[src/rtl/alu_cond_writeback_if.sv]
// Bundle between the ALU result stage, this writeback unit and the register-file write port.
// The slave view is the writeback unit; the master view is whoever drives ALU ops and accepts writes.
interface alu_cond_writeback_if;
    logic        in_valid;
    logic        in_ready;
    logic [31:0] in_result;
    logic [3:0]  in_nzcv;
    logic        in_setflags;
    logic [3:0]  in_cond;
    logic [3:0]  in_rd;
    logic        wb_valid;
    logic        wb_ready;
    logic [3:0]  wb_rd;
    logic [31:0] wb_data;

    modport slave (
        input  in_valid, in_result, in_nzcv, in_setflags, in_cond, in_rd, wb_ready,
        output in_ready, wb_valid, wb_rd, wb_data
    );

    modport master (
        output in_valid, in_result, in_nzcv, in_setflags, in_cond, in_rd, wb_ready,
        input  in_ready, wb_valid, wb_rd, wb_data
    );
endinterface

[src/rtl/alu_cond_writeback.sv]
// Conditional-execution writeback: evaluates each ALU op's condition code against the NZCV
// register, updates flags, and queues passing results for the register-file write port.
module alu_cond_writeback #(
    parameter int DEPTH = 4,
    parameter int CNT_W = 16
) (
    input  logic                 clk,
    input  logic                 rst_n,
    alu_cond_writeback_if.slave  bus,
    output logic [3:0]           flags,
    output logic [CNT_W-1:0]     exec_cnt,
    output logic [CNT_W-1:0]     skip_cnt
);
    localparam int PTR_W = (DEPTH > 1) ? $clog2(DEPTH) : 1;
    localparam logic [PTR_W:0] FULL_CNT = (PTR_W+1)'(DEPTH);

    logic [PTR_W-1:0] wr_ptr_reg;
    logic [PTR_W-1:0] rd_ptr_reg;
    logic [PTR_W:0]   count_reg;
    logic [35:0]      mem_reg [DEPTH];
    logic [3:0]       flags_reg;
    logic [CNT_W-1:0] exec_cnt_reg;
    logic [CNT_W-1:0] skip_cnt_reg;

    logic flag_n, flag_z, flag_c, flag_v;
    logic cond_pass;
    logic accept, push, skip, pop;

    assign flag_n = flags_reg[3];
    assign flag_z = flags_reg[2];
    assign flag_c = flags_reg[1];
    assign flag_v = flags_reg[0];

    // Evaluated against the registered flags; a preceding setflags op has already landed there.
    always_comb begin
        cond_pass = 1'b1;
        case (bus.in_cond)
            4'h0: cond_pass = flag_z;
            4'h1: cond_pass = !flag_z;
            4'h2: cond_pass = flag_c;
            4'h3: cond_pass = !flag_c;
            4'h4: cond_pass = flag_n;
            4'h5: cond_pass = !flag_n;
            4'h6: cond_pass = flag_v;
            4'h7: cond_pass = !flag_v;
            4'h8: cond_pass = flag_c && !flag_z;
            4'h9: cond_pass = !flag_c || flag_z;
            4'hA: cond_pass = (flag_n == flag_v);
            4'hB: cond_pass = (flag_n != flag_v);
            4'hC: cond_pass = !flag_z && (flag_n == flag_v);
            4'hD: cond_pass = flag_z || (flag_n != flag_v);
            default: cond_pass = 1'b1;
        endcase
    end

    // in_ready depends only on the registered count, so a same-cycle pop never opens a full FIFO.
    assign bus.in_ready = (count_reg != FULL_CNT);
    assign bus.wb_valid = (count_reg != '0);
    assign bus.wb_rd    = mem_reg[rd_ptr_reg][35:32];
    assign bus.wb_data  = mem_reg[rd_ptr_reg][31:0];

    assign accept = bus.in_valid && bus.in_ready;
    assign push   = accept && cond_pass;
    assign skip   = accept && !cond_pass;
    assign pop    = bus.wb_valid && bus.wb_ready;

    assign flags    = flags_reg;
    assign exec_cnt = exec_cnt_reg;
    assign skip_cnt = skip_cnt_reg;

    // Storage is cleared on reset so the head outputs are defined even before the first write.
    always_ff @(posedge clk or negedge rst_n) begin
        if (!rst_n) begin
            for (int i = 0; i < DEPTH; i++) begin
                mem_reg[i] <= '0;
            end
        end else if (push) begin
            mem_reg[wr_ptr_reg] <= {bus.in_rd, bus.in_result};
        end
    end

    always_ff @(posedge clk or negedge rst_n) begin
        if (!rst_n) begin
            wr_ptr_reg <= '0;
            rd_ptr_reg <= '0;
            count_reg  <= '0;
        end else begin
            if (push) begin
                wr_ptr_reg <= wr_ptr_reg + PTR_W'(1);
            end
            if (pop) begin
                rd_ptr_reg <= rd_ptr_reg + PTR_W'(1);
            end
            case ({push, pop})
                2'b10:   count_reg <= count_reg + (PTR_W+1)'(1);
                2'b01:   count_reg <= count_reg - (PTR_W+1)'(1);
                default: count_reg <= count_reg;
            endcase
        end
    end

    always_ff @(posedge clk or negedge rst_n) begin
        if (!rst_n) begin
            flags_reg    <= '0;
            exec_cnt_reg <= '0;
            skip_cnt_reg <= '0;
        end else begin
            if (push && bus.in_setflags) begin
                flags_reg <= bus.in_nzcv;
            end
            if (push && (exec_cnt_reg != '1)) begin
                exec_cnt_reg <= exec_cnt_reg + CNT_W'(1);
            end
            if (skip && (skip_cnt_reg != '1)) begin
                skip_cnt_reg <= skip_cnt_reg + CNT_W'(1);
            end
        end
    end
endmodule

[src/flat_wrapper.sv]
// flat-port wrapper written by rule: the top's interface ports become plain ports
module alu_cond_writeback_flat 
#(
    parameter int DEPTH = 4,
    parameter int CNT_W = 16
)
  (clk, rst_n, flags, exec_cnt, skip_cnt, bus_in_valid, bus_in_result, bus_in_nzcv, bus_in_setflags, bus_in_cond, bus_in_rd, bus_wb_ready, bus_in_ready, bus_wb_valid, bus_wb_rd, bus_wb_data);
  alu_cond_writeback_if bus_i ();
  input  logic clk;
  input  logic rst_n;
  output logic [3:0] flags;
  output logic [CNT_W-1:0] exec_cnt;
  output logic [CNT_W-1:0] skip_cnt;
  input wire logic [$bits(bus_i.in_valid)-1:0] bus_in_valid;
  input wire logic [$bits(bus_i.in_result)-1:0] bus_in_result;
  input wire logic [$bits(bus_i.in_nzcv)-1:0] bus_in_nzcv;
  input wire logic [$bits(bus_i.in_setflags)-1:0] bus_in_setflags;
  input wire logic [$bits(bus_i.in_cond)-1:0] bus_in_cond;
  input wire logic [$bits(bus_i.in_rd)-1:0] bus_in_rd;
  input wire logic [$bits(bus_i.wb_ready)-1:0] bus_wb_ready;
  output wire logic [$bits(bus_i.in_ready)-1:0] bus_in_ready;
  output wire logic [$bits(bus_i.wb_valid)-1:0] bus_wb_valid;
  output wire logic [$bits(bus_i.wb_rd)-1:0] bus_wb_rd;
  output wire logic [$bits(bus_i.wb_data)-1:0] bus_wb_data;
  assign bus_i.in_valid = bus_in_valid;
  assign bus_i.in_result = bus_in_result;
  assign bus_i.in_nzcv = bus_in_nzcv;
  assign bus_i.in_setflags = bus_in_setflags;
  assign bus_i.in_cond = bus_in_cond;
  assign bus_i.in_rd = bus_in_rd;
  assign bus_i.wb_ready = bus_wb_ready;
  assign bus_in_ready = bus_i.in_ready;
  assign bus_wb_valid = bus_i.wb_valid;
  assign bus_wb_rd = bus_i.wb_rd;
  assign bus_wb_data = bus_i.wb_data;
  alu_cond_writeback #(.DEPTH(DEPTH), .CNT_W(CNT_W)) u_core (.clk(clk), .rst_n(rst_n), .bus(bus_i), .flags(flags), .exec_cnt(exec_cnt), .skip_cnt(skip_cnt));
endmodule
[config.mk]
export PLATFORM = sky130hd
export DESIGN_NAME = alu_cond_writeback_flat
export DESIGN_NICKNAME = d
export VERILOG_FILES = /design/src/rtl/alu_cond_writeback_if.sv /design/src/rtl/alu_cond_writeback.sv /design/src/flat_wrapper.sv
export SDC_FILE = /design/constraint.sdc
export NUM_CORES = 1
export LEC_CHECK = 0
export CORE_MARGIN = 2
export CORE_UTILIZATION = 49
export CTS_CLUSTER_DIAMETER = 80
export DETAILED_ROUTE_END_ITERATION = 8
export GPL_TIMING_DRIVEN = 0
export PLACE_DENSITY = 0.76
export SETUP_SLACK_MARGIN = 0.5
export SLEW_MARGIN = 25
export SYNTH_ARGS = -nofsm -noshare
export SYNTH_HDL_FRONTEND = slang
export SYNTH_SLANG_ARGS = --single-unit
[constraint.sdc]
create_clock -name clk -period 2.75 [get_ports clk]
set_input_delay 0.275 -clock clk [delete_from_list [all_inputs] [get_ports clk]]
set_output_delay 0.275 -clock clk [all_outputs]
set_load 0.02 [all_outputs]
==> results.yml <==
clocking:
  clk_latency_ns: 0.43
  cts.sinks: 187
  cts_buffer_depth: 2
  root_buffer: "clkbuf_16"
  cts_buffers: 17
  cts.clk_slew.worst_paths_ns: 0.07
  cts-htree-levels: 4
  cts_tree: "done"
global_route:
  grt_pass1_wl_um: 30260
  grtUsageMet3: 0.04661
  grt.busiest_layer: "met2"
  gr-usage-met1: 0.2761
  grt_antenna_before_repair: 0
  grtUsageMet2: 0.3554
  grt_max_degree: 98
  overflow: 0
  grtUsageTotal: 0.2128
  first_global_vias: 5832
synth:
  yosysTopAreaCell: "dfrtp_1"
  synth_top_area_share: 0.5478
  yosysMostFrequentCell: "dfrtp_1"
  ys_ff_latch: 187
  synthCells: 572
  synthTopCellsByArea: "dfrtp_1 55%, mux2_1 16%, mux4_2 9.5%"
  ys.flop_type: "dfrtp_1"
  yosysWarnings: 0
  synth.top_cells.by_count: "187 x dfrtp_1, 124 x mux2_1, 36 x mux4_2"
  syn_avg_cell_area_um2: 14.93
  synth_async_sr_flop_share: 1.000
  yosysSeqAreaShare: 0.5478
  syn-num-nets: 629
  syn-cell-area_um2: 8542
  synth.distinct_cells: 46
  synth-edff-count: 0
route:
  drt_first_pass_iters: 4
  wire_per_inst_um: 19.93
  num_vias: 5520
  antenna_left: 0
  drc_errors: 0
  first_iter_violations: 196
  vias_per_cell: 5.531
  wl_um: 19890
run:
  maxCapViolCount: 0
timing:
  slew_headroom: 0.4877
  finalSetupViolations: 0
  worst_slack_ns: 0.2646
  maxClockFrequency_ghz: 0.4024
  hold_viol_final: 0
  tns_ns: 0
  hold_ws_ns: 0.4378
  worst_pin_slew_ns: 0.7614
  period_share: 0.9038
  period_minus_slack_ns: 2.485
  rsz0062_at_grt: "yes"
  skew_ns: 0.008217
  maxSlewViolCount: 0
power:
  power_leakage_nw: 4.998
  p_per_area_nw_per_um2: 1146
  finalPower_w: 0.01336
  worst_ir_drop_vdd_v: 0.0006490
critical_path:
  crit_type: "reg -> reg"
  end_kind: "register"
  timing.rr.end: "u_core.mem_reg[67]"
  ff2ff_setup_slack_ns: 0.26
  rr_worst_depth: 10
  startpoint_type: "register"
  cp.arrival_ns: 2.80
  worstPathRequired_ns: 3.06
  cp_max_fo: 7
  r2r_start: "u_core.flags[0]"
layout:
  n_fill_cell: 1220
  drive_gt1_frac: 0.3131
  largest_reg_flops: 144
  area_growth_syn_to_layout_pct: 36.46
  area.sequential_um2: 4684
  fin_nets: 818
  finish.utilization: 0.6786
  diodes: 0
  multiInputGateArea_um2: 3875
floorplan:
  core_area_um2: 17180
  start_util: 0.4973
  fp-row-count: 48
  design.portCount: 123
  chipWidth_um: 136.0
  fp.dieH_um: 136.0
  die_area_um2: 18500
outcome:
  status: "finished clean"
placement:
  gp_congestion: 0.8164
  hpwl_um: 12150
  dp_slack_ns: -0.6910
  io_buffers: 120
min_path:
  hp-class: "in -> async"
[power breakdown]
part           switching, W  internal [W]
sequential         0.000733       0.00400
combinational       0.00280       0.00340
clock               0.00107       0.00137
[per-stage QoR]
step | cell area [um2] | cells
after floorplan | 8583 | 572
after global placement | 10070 | 917
after detailed placement | 10100 | 918
after CTS | 11070 | 974
after global routing | 11660 | 998
final | 11660 | 998
[critical path, cell delays in order (launching register included)]
cell and delay (ns):
dfrtp_2 0.46, xnor2_4 0.16, a221o_1 0.33, o211ai_1 0.19, a21oi_4 0.13, buf_4 0.16, buf_12 0.14, nor2_4 0.15
buf_12 0.16, clkbuf_16 0.16, mux2_1 0.32
[worst max-delay path by stage]
stage	endpoint	cells after the start	from	slack, ns
detailed placement	u_core.count_reg[2]	14	bus_in_cond[2]	-0.69
global placement	u_core.flags[0]	1	rst_n	-6.36
finish	u_core.mem_reg[67]	10	u_core.flags[0]	0.26
global route	u_core.count_reg[2]	12	u_core.flags[0]	0.20
CTS	bus_wb_data[23]	4	u_core.rd_ptr_reg[0]	0.31
floorplan	u_core.count_reg[2]	12	u_core.flags[0]	0.22
[cell type report]
type / count / share of cell area
sequential: 187 / 0.4019
multi-input combinational: 348 / 0.3324
timing repair buffer: 170 / 0.1526
clock buffer: 19 / 0.03800
buffer: 30 / 0.03650
tap: 225 / 0.02415
clock inverter: 12 / 0.01213
inverter: 7 / 0.002254
[metal layers]
| layer | part of all wire | vias to the layer above |
|---|---|---|
| met5 | 0 | - |
| met4 | 0.019 | 0 |
| met3 | 0.047 | 34 |
| met2 | 0.50 | 138 |
| met1 | 0.44 | 2854 |
| li1 | - | 2494 |
[cell usage in the layout (no fill, tap or decap), types with 7 or more instances in the layout]
cell               n
dfrtp_1          183
nor2_1             8
mux2_2            29
mux4_2            36
and3_1            11
nand2_1           15
xnor2_1           24
clkbuf_2          20
buf_12            20
clkdlybuf4s50_1   82
mux2_4            22
buf_4             29
nor2_4             7
mux2_1           102
nand3_1           14
xor2_1             8
clkbuf_16         27
nand4_1            8
dlygate4sd2_1     16
[repair_timing]
item,4_1_cts,5_1_grt
setup buffers,23,14
hold buffers,1,0
hold endpoints to repair,96,0
endpoints found under the setup margin,200,202
pin swaps,13,9
gates cloned,1,10
resized for setup,88,112
[cell families after synthesis]
kind of cell	Yosys count	synth area share
AO/OA/AOI/OAI	13	0.01304
XOR/XNOR	34	0.03486
buffers and inverters	37	0.02270
AND/OR/NAND/NOR	102	0.07002
multiplexers	191	0.2990
adder cells (fa/ha/maj)	8	0.01260
flip-flops	187	0.5478
No activity file was read; power rests on OpenSTA's default activity.
